File: config.mk
export PLATFORM = sky130hd
export DESIGN_NAME = pwl_activation_lut_flat
export DESIGN_NICKNAME = d
export VERILOG_FILES = /design/src/rtl/pwl_activation_lut_pkg.sv /design/src/rtl/pwl_activation_lut_if.sv /design/src/rtl/pwl_activation_lut_regfile.sv /design/src/rtl/pwl_activation_lut.sv /design/src/flat_wrapper.sv
export SDC_FILE = /design/constraint.sdc
export NUM_CORES = 1
export LEC_CHECK = 0
export CAP_MARGIN = 20
export CORE_MARGIN = 2
export CORE_UTILIZATION = 40
export CTS_BUF_LIST = sky130_fd_sc_hd__clkbuf_8 sky130_fd_sc_hd__clkbuf_16
export DETAILED_ROUTE_END_ITERATION = 6
export PLACE_DENSITY = 0.63
export SLEW_MARGIN = 20
export SYNTH_ARGS = -nofsm -noshare
export SYNTH_HDL_FRONTEND = slang
export SYNTH_SLANG_ARGS = --single-unit
File: constraint.sdc
create_clock -name clk -period 7.2 [get_ports clk]
set_input_delay 0.72 -clock clk [delete_from_list [all_inputs] [get_ports clk]]
set_output_delay 0.72 -clock clk [all_outputs]
set_load 0.05 [all_outputs]
File: src/rtl/pwl_activation_lut_pkg.sv
// pwl_activation_pkg: helpers shared by the piecewise-linear activation blocks.
// Holds default widths, LUT depth / top-positive index helpers,
// segment next-index selection and signed saturation.
package pwl_activation_pkg;
   localparam int DEF_DATA_W  = 8;
   localparam int DEF_ADDR_W  = 4;
   localparam int DEF_FRAC_W  = 4;
   localparam int DEF_DEPTH   = 1 << DEF_ADDR_W;
   localparam int DEF_TOP_POS = (1 << (DEF_ADDR_W - 1)) - 1;

   function automatic int lut_depth(int aw);
      return 1 << aw;
   endfunction

   function automatic int top_pos_idx(int aw);
      return (1 << (aw - 1)) - 1;
   endfunction

   // The -1 segment interpolates toward entry 0 so the curve is continuous
   // across zero; the top positive segment points at itself and saturates.
   function automatic int next_index(int idx, int aw);
      return idx == lut_depth(aw) - 1 ? 0 : idx == top_pos_idx(aw) ? idx : idx + 1;
   endfunction

   function automatic int clamp(int val, int dw);
      int lo = -(1 << (dw - 1));
      int hi = (1 << (dw - 1)) - 1;
      return val < lo ? lo : val > hi ? hi : val;
   endfunction
endpackage

File: src/rtl/pwl_activation_lut_if.sv
// pwl_activation_lut_if: stream and LUT-configuration bundle of the activation unit.
// Ports: in_valid/in_ready/in_x (input stream), out_valid/out_ready/out_y
// (result stream), cfg_we/cfg_addr/cfg_data (LUT write port).
// master = producer/consumer/configurator side, slave = the activation unit.
interface pwl_activation_lut_if #(
   parameter int DATA_W = 8,
   parameter int ADDR_W = 4,
   parameter int FRAC_W = 4
);
   logic                      in_valid;
   logic                      in_ready;
   logic [ADDR_W+FRAC_W-1:0]  in_x;
   logic                      out_valid;
   logic                      out_ready;
   logic [DATA_W-1:0]         out_y;
   logic                      cfg_we;
   logic [ADDR_W-1:0]         cfg_addr;
   logic [DATA_W-1:0]         cfg_data;

   modport master (
      output in_valid, in_x, out_ready, cfg_we, cfg_addr, cfg_data,
      input  in_ready, out_valid, out_y
   );

   modport slave (
      input  in_valid, in_x, out_ready, cfg_we, cfg_addr, cfg_data,
      output in_ready, out_valid, out_y
   );
endinterface

File: src/rtl/pwl_activation_lut_regfile.sv
// pwl_lut_regfile: breakpoint register array with one write and two read ports.
// Ports: clk, rst (sync clear of all entries), we_i/waddr_i/wdata_i (write),
// raddr_a_i/rdata_a_o and raddr_b_i/rdata_b_o (combinational reads).
module pwl_lut_regfile #(
   parameter int DATA_W = 8,
   parameter int ADDR_W = 4
)(
   input  logic              clk,
   input  logic              rst,
   input  logic              we_i,
   input  logic [ADDR_W-1:0] waddr_i,
   input  logic [DATA_W-1:0] wdata_i,
   input  logic [ADDR_W-1:0] raddr_a_i,
   input  logic [ADDR_W-1:0] raddr_b_i,
   output logic [DATA_W-1:0] rdata_a_o,
   output logic [DATA_W-1:0] rdata_b_o
);
   logic [DATA_W-1:0] lut_q [1<<ADDR_W];

   always_ff @(posedge clk) begin
      if (rst) lut_q <= '{default: '0};
      else if (we_i) lut_q[waddr_i] <= wdata_i;
   end

   // Reads see the pre-edge contents, so a same-cycle write returns the old value.
   assign rdata_a_o = lut_q[raddr_a_i];
   assign rdata_b_o = lut_q[raddr_b_i];
endmodule

File: src/rtl/pwl_activation_lut.sv
// pwl_activation_lut: 3-stage pipelined piecewise-linear activation with a loadable LUT.
// Ports: clk, rst (sync, active-high), bus (pwl_activation_lut_if.slave):
// valid/ready input stream in_x, valid/ready output stream out_y, cfg_* LUT writes.
module pwl_activation_lut
   import pwl_activation_pkg::*;
#(
   parameter int DATA_W = DEF_DATA_W,
   parameter int ADDR_W = DEF_ADDR_W,
   parameter int FRAC_W = DEF_FRAC_W
)(
   input logic               clk,
   input logic               rst,
   pwl_activation_lut_if.slave bus
);
   localparam int IN_W = ADDR_W + FRAC_W;
   localparam int PW   = DATA_W + FRAC_W + 2;

   logic                     en;
   logic [ADDR_W-1:0]        idx, nidx;
   logic signed [DATA_W-1:0] base_d, next_d;
   logic signed [DATA_W:0]   diff;
   logic signed [PW-1:0]     prod_d, sum;
   logic signed [DATA_W-1:0] y_d;

   logic                     v1_q, v2_q, v3_q;
   logic signed [DATA_W-1:0] base1_q, next1_q, base2_q, y_q;
   logic [FRAC_W-1:0]        frac1_q;
   logic signed [PW-1:0]     prod2_q;

   // One global enable: the whole pipe advances only when the output slot frees up.
   assign en   = !v3_q || bus.out_ready;
   assign idx  = bus.in_x[IN_W-1 -: ADDR_W];
   assign nidx = ADDR_W'(next_index(int'(idx), ADDR_W));

   pwl_lut_regfile #(.DATA_W(DATA_W), .ADDR_W(ADDR_W)) u_lut (
      .clk       (clk),
      .rst       (rst),
      .we_i      (bus.cfg_we),
      .waddr_i   (bus.cfg_addr),
      .wdata_i   (bus.cfg_data),
      .raddr_a_i (idx),
      .raddr_b_i (nidx),
      .rdata_a_o (base_d),
      .rdata_b_o (next_d)
   );

   always_comb begin
      diff   = {next1_q[DATA_W-1], next1_q} - {base1_q[DATA_W-1], base1_q};
      prod_d = PW'(diff) * $signed(PW'(frac1_q));
      sum    = PW'(base2_q) + (prod2_q >>> FRAC_W);
      y_d    = DATA_W'(clamp(int'(sum), DATA_W));
   end

   always_ff @(posedge clk) begin
      if (rst) begin
         v1_q    <= 1'b0;
         v2_q    <= 1'b0;
         v3_q    <= 1'b0;
         base1_q <= '0;
         next1_q <= '0;
         frac1_q <= '0;
         base2_q <= '0;
         prod2_q <= '0;
         y_q     <= '0;
      end else if (en) begin
         v1_q    <= bus.in_valid;
         base1_q <= base_d;
         next1_q <= next_d;
         frac1_q <= bus.in_x[FRAC_W-1:0];
         v2_q    <= v1_q;
         base2_q <= base1_q;
         prod2_q <= prod_d;
         v3_q    <= v2_q;
         y_q     <= y_d;
      end
   end

   assign bus.in_ready  = en;
   assign bus.out_valid = v3_q;
   assign bus.out_y     = y_q;
endmodule
File: src/flat_wrapper.sv
// flat-port wrapper written by rule: the top's interface ports become plain ports
module pwl_activation_lut_flat import pwl_activation_pkg::*;
#(
   parameter int DATA_W = DEF_DATA_W,
   parameter int ADDR_W = DEF_ADDR_W,
   parameter int FRAC_W = DEF_FRAC_W
)
  (clk, rst, bus_in_valid, bus_in_x, bus_out_ready, bus_cfg_we, bus_cfg_addr, bus_cfg_data, bus_in_ready, bus_out_valid, bus_out_y);
  pwl_activation_lut_if #(.DATA_W(DATA_W), .ADDR_W(ADDR_W), .FRAC_W(FRAC_W)) bus_i ();
  input logic clk;
  input logic rst;
  input wire logic [$bits(bus_i.in_valid)-1:0] bus_in_valid;
  input wire logic [$bits(bus_i.in_x)-1:0] bus_in_x;
  input wire logic [$bits(bus_i.out_ready)-1:0] bus_out_ready;
  input wire logic [$bits(bus_i.cfg_we)-1:0] bus_cfg_we;
  input wire logic [$bits(bus_i.cfg_addr)-1:0] bus_cfg_addr;
  input wire logic [$bits(bus_i.cfg_data)-1:0] bus_cfg_data;
  output wire logic [$bits(bus_i.in_ready)-1:0] bus_in_ready;
  output wire logic [$bits(bus_i.out_valid)-1:0] bus_out_valid;
  output wire logic [$bits(bus_i.out_y)-1:0] bus_out_y;
  assign bus_i.in_valid = bus_in_valid;
  assign bus_i.in_x = bus_in_x;
  assign bus_i.out_ready = bus_out_ready;
  assign bus_i.cfg_we = bus_cfg_we;
  assign bus_i.cfg_addr = bus_cfg_addr;
  assign bus_i.cfg_data = bus_cfg_data;
  assign bus_in_ready = bus_i.in_ready;
  assign bus_out_valid = bus_i.out_valid;
  assign bus_out_y = bus_i.out_y;
  pwl_activation_lut #(.DATA_W(DATA_W), .ADDR_W(ADDR_W), .FRAC_W(FRAC_W)) u_core (.clk(clk), .rst(rst), .bus(bus_i));
endmodule
==> summary.md <==
| Metric | Value |
|---|---|
| Status | `finished, final reports clean` |
| Setup TNS | `0 ps` |
| Critical Path Fanout Max | `4` |
| Largest net degree at the start of global routing | `80` |
| Clock slew at reported path FFs | `80 ps` |
| DRC | `0` |
| CP max-delay cell | `fa_1` |
| Die width | `165 um` |
| Syn Area/Cell | `9.95 um^2` |
| Synth area leaders | `dfxtp_1, mux4_2, mux2i_1` |
| Post-synth EDFFs | `0` |
| CTS tree | `yes` |
| Post-synth top area cell | `dfxtp_1` |
| WP data required | `7580 ps` |
| Port bufs | `34` |
| Least-Margin Pin Slew | `1170 ps` |
| Max clock buf depth | `2` |
| First-pass DRT Iterations | `5` |
| Hold Worst Slack | `455 ps` |
| Ratio of cells with drive above 1 in the final layout | `0.130` |
| Worst setup EP type | `flip-flop` |
| Resize count post-CTS | `0` |
| Period utilization | `0.723` |
| GP Congestion | `0.800` |
| Reg-to-reg endpoint | `u_core.prod2_q[13]$_SDFFE_PP0P_` |
| GRT Util Overall | `0.190` |
| Yosys cell types | `54` |
| Yosys warnings | `0` |
| Reg2Reg Launch Point | `u_core.base1_q[1]$_SDFFE_PP0P_` |
| Mapped Area | `0.0104 mm^2` |
| Post-synthesis sequential area ratio | `0.342` |
| Row cnt | `58` |
| Most frequent cell after synthesis | `dfxtp_1` |
| Hold depth | `2` |
| Starting Density | `0.409` |
| Critical Path Max Stage Delay | `530 ps` |
| Flop2flop setup slack | `2000 ps` |
| Slew HR | `0.217` |
| Avg Vias per Cell | `5.40` |
| Synthesized net count | `1130` |
| Hold Buf Count CTS | `0` |
| RSZ-0062 raised after global routing | `false` |
| Latest clock arrival within the worst-skew pair | `440 ps` |
| Crit path cell chain | `inv_1 > ha_1 > nor2b_1 > o21ai_0 > a21boi_0 > o21ai_0 > nand2_1 > xor2_1 > and2_1 > ha_1 > fa_1 > inv_1 > fa_1 > inv_1 > ha_1 > or3_1 > o211ai_1 > a41oi_1 > a21o_1 > or4_1 > nand3_1` |
| Number of cells on the worst reg-to-reg path | `21` |
| Seq cells post-synth | `177` |
| FILL cells | `2401` |
| First-pass GRT wire length | `40500 um` |
| Top FF cell, synth | `dfxtp_1` |
| Post-CTS Setup Bufs | `0` |
| Setup Skew | `14.8 ps` |
| Worst Hold End | `u_core.v2_q$_SDFFE_PP0P_` |
| Clock Root Buffer | `clkbuf_16` |
| Hold_sp | `u_core.v2_q$_SDFFE_PP0P_` |
| Top post-synthesis cells by count | `dfxtp_1, nor2_1, mux2i_1` |
| GRT overflow | `0` |
| CTS sink cnt | `177` |
| Critical path class | `flip-flop to flip-flop` |
| Post-route ant nets | `0` |
| IO Pins | `35` |
| H-Tree Depth | `4` |
| MaxCap Viol Count | `0` |
| Hold Vio Cnt, Final | `0` |
| Post-synth ARST share | `0` |
| Crit start category | `flip-flop` |
| Final Setup Violations | `0` |
| Die footprint | `0.0272 mm^2` |
| Via count of the first global-routing pass | `7431` |
| Initial antenna violation count | `0` |
| Routed Wire Length | `24600 um` |
| Core area | `0.0253 mm^2` |
| Max-slew violations | `0` |
| Synth top area share | `0.342` |
| Via Count | `7509` |
| Worst Hold Class | `flip-flop to flip-flop` |
| Initial DRC Count | `444` |
| Leakage | `4.72 nW` |
| # diodes | `0` |
| PD cells | `214 mW/mm^2` |
| Layout net count | `1135` |
| Die Ht | `165 um` |
| Tot Pwr | `2.49 mW` |
| Syn Inst Count | `1042` |
| Max IR drop VDD | `160 uV` |
| Area Growth Syn to Fin | `12.1%` |
| Arr. time, crit path | `5580 ps` |
| Routed wire per std cell | `17.7 um` |
| HPWL Detailed | `16600 um` |
| Min cycle time layout | `5200 ps` |
| Num CTS Buffers | `17` |
| Fmax | `192 MHz` |
==> routing by layer <==
| layer | up-vias | wire length [um] | share of wire | global-route usage |
|---|---|---|---|---|
| li1 | 3663 | - | - | - |
| met1 | 3710 | 11700 | 0.48 | 0.260 |
| met2 | 119 | 11900 | 0.48 | 0.317 |
| met3 | 17 | 734 | 0.030 | 0.0264 |
| met4 | 0 | 251 | 0.010 | 0.0494 |
| met5 | - | 0 | 0 | 0 |
==> stage by stage <==
| step | cells | area [um^2] | util | worst slack (ps) |
|---|---|---|---|---|
| after floorplan | 1042 | 10400 | - | 2410 |
| after global placement | 1357 | 11000 | 0.434 | 2150 |
| after detailed placement | 1358 | 11000 | 0.434 | 2010 |
| after CTS | 1390 | 11600 | 0.459 | 1970 |
| after global routing | 1390 | 11600 | 0.459 | 1640 |
| final | 1390 | 11600 | 0.459 | 2000 |
==> placed cells by master, fill, tap and decap left out, types with 6 or more instances in the layout <==
cell type | synthesis | final
inv_1 | 60 | 60
mux2i_1 | 137 | 136
nand2b_1 | 6 | 6
dfxtp_1 | 177 | 177
o211ai_1 | 11 | 11
clkdlybuf4s50_1 | 0 | 31
clkbuf_16 | 0 | 17
mux4_2 | 72 | 72
clkinv_8 | 0 | 6
nand2_1 | 94 | 94
mux2_2 | 8 | 8
xor2_1 | 8 | 8
and2_1 | 20 | 20
xnor2_1 | 9 | 9
nor3_1 | 9 | 9
fa_1 | 20 | 20
nor3b_1 | 6 | 6
nand3_1 | 9 | 9
nor2b_1 | 10 | 9
a2111oi_0 | 8 | 8
buf_4 | 3 | 15
nor2_1 | 166 | 166
ha_1 | 43 | 43
a21oi_1 | 47 | 46
o21ai_0 | 10 | 10
==> report_power, final <==
| part | internal (mW) | switching, mW | total [mW] |
|---|---|---|---|
| sequential | 1.02 | 0.0258 | 1.04 |
| clock | 0.482 | 0.485 | 0.967 |
| combinational | 0.192 | 0.282 | 0.474 |
==> critical path, delay by kind of cell, from the launching register on <==
| family | cells | cell delay, ps |
|---|---|---|
| flops | 1 | 400 |
| xor+xnor | 1 | 290 |
| compound gates | 6 | 1160 |
| buf+inv | 3 | 170 |
| fa+ha+maj | 5 | 1770 |
| simple gates | 6 | 1370 |
==> how the worst max path moves through the flow <==
stage | to | startpoint | depth (start not counted) | slack (ps)
after global routing | u_core.prod2_q[11]$_SDFFE_PP0P_ | u_core.base1_q[1]$_SDFFE_PP0P_ | 21 | 1640
after CTS | u_core.prod2_q[13]$_SDFFE_PP0P_ | u_core.base1_q[1]$_SDFFE_PP0P_ | 21 | 1970
final | u_core.prod2_q[13]$_SDFFE_PP0P_ | u_core.base1_q[1]$_SDFFE_PP0P_ | 21 | 2000
after global placement | u_core.prod2_q[13]$_SDFFE_PP0P_ | u_core.base1_q[1]$_SDFFE_PP0P_ | 21 | 2150
after floorplan | u_core.prod2_q[13]$_SDFFE_PP0P_ | u_core.base1_q[1]$_SDFFE_PP0P_ | 21 | 2410
after detailed placement | u_core.prod2_q[13]$_SDFFE_PP0P_ | u_core.base1_q[1]$_SDFFE_PP0P_ | 21 | 2010
==> cell families after synthesis <==
group	after synthesis	share of synthesized area
muxes	217	0.297
buffers and inverters	124	0.0486
DFF	177	0.342
xor gates and xnor gates	17	0.0144
adders and majority gates	63	0.0905
and+or+nand+nor	340	0.144
AOI/OAI and AO/OA	104	0.0638
==> flip-flops by register name, indices dropped and copies added, names as in the netlist <==
| name | count |
|---|---|
| u_core.prod2_q | 10 |
| u_core.base2_q | 8 |
| u_core.u_lut.lut_q | 128 |
| u_core.bus.out_y | 8 |
| u_core.frac1_q | 4 |
| u_core.next1_q | 8 |
| u_core.bus.out_valid | 1 |
| u_core.base1_q | 8 |
| u_core.v1_q | 1 |
| u_core.v2_q | 1 |
==> layout make-up <==
class,instances,area [um^2],area share
Tap cell,330,413,0.0355
Clock inverter,15,203,0.0174
Timing Repair Buffer,49,448,0.0385
Sequential cell,177,3540,0.305
Clock buffer,17,425,0.0366
Inverter,61,229,0.0197
Multi-Input combinational cell,741,6360,0.547
Power figures use the tool's default switching activity.
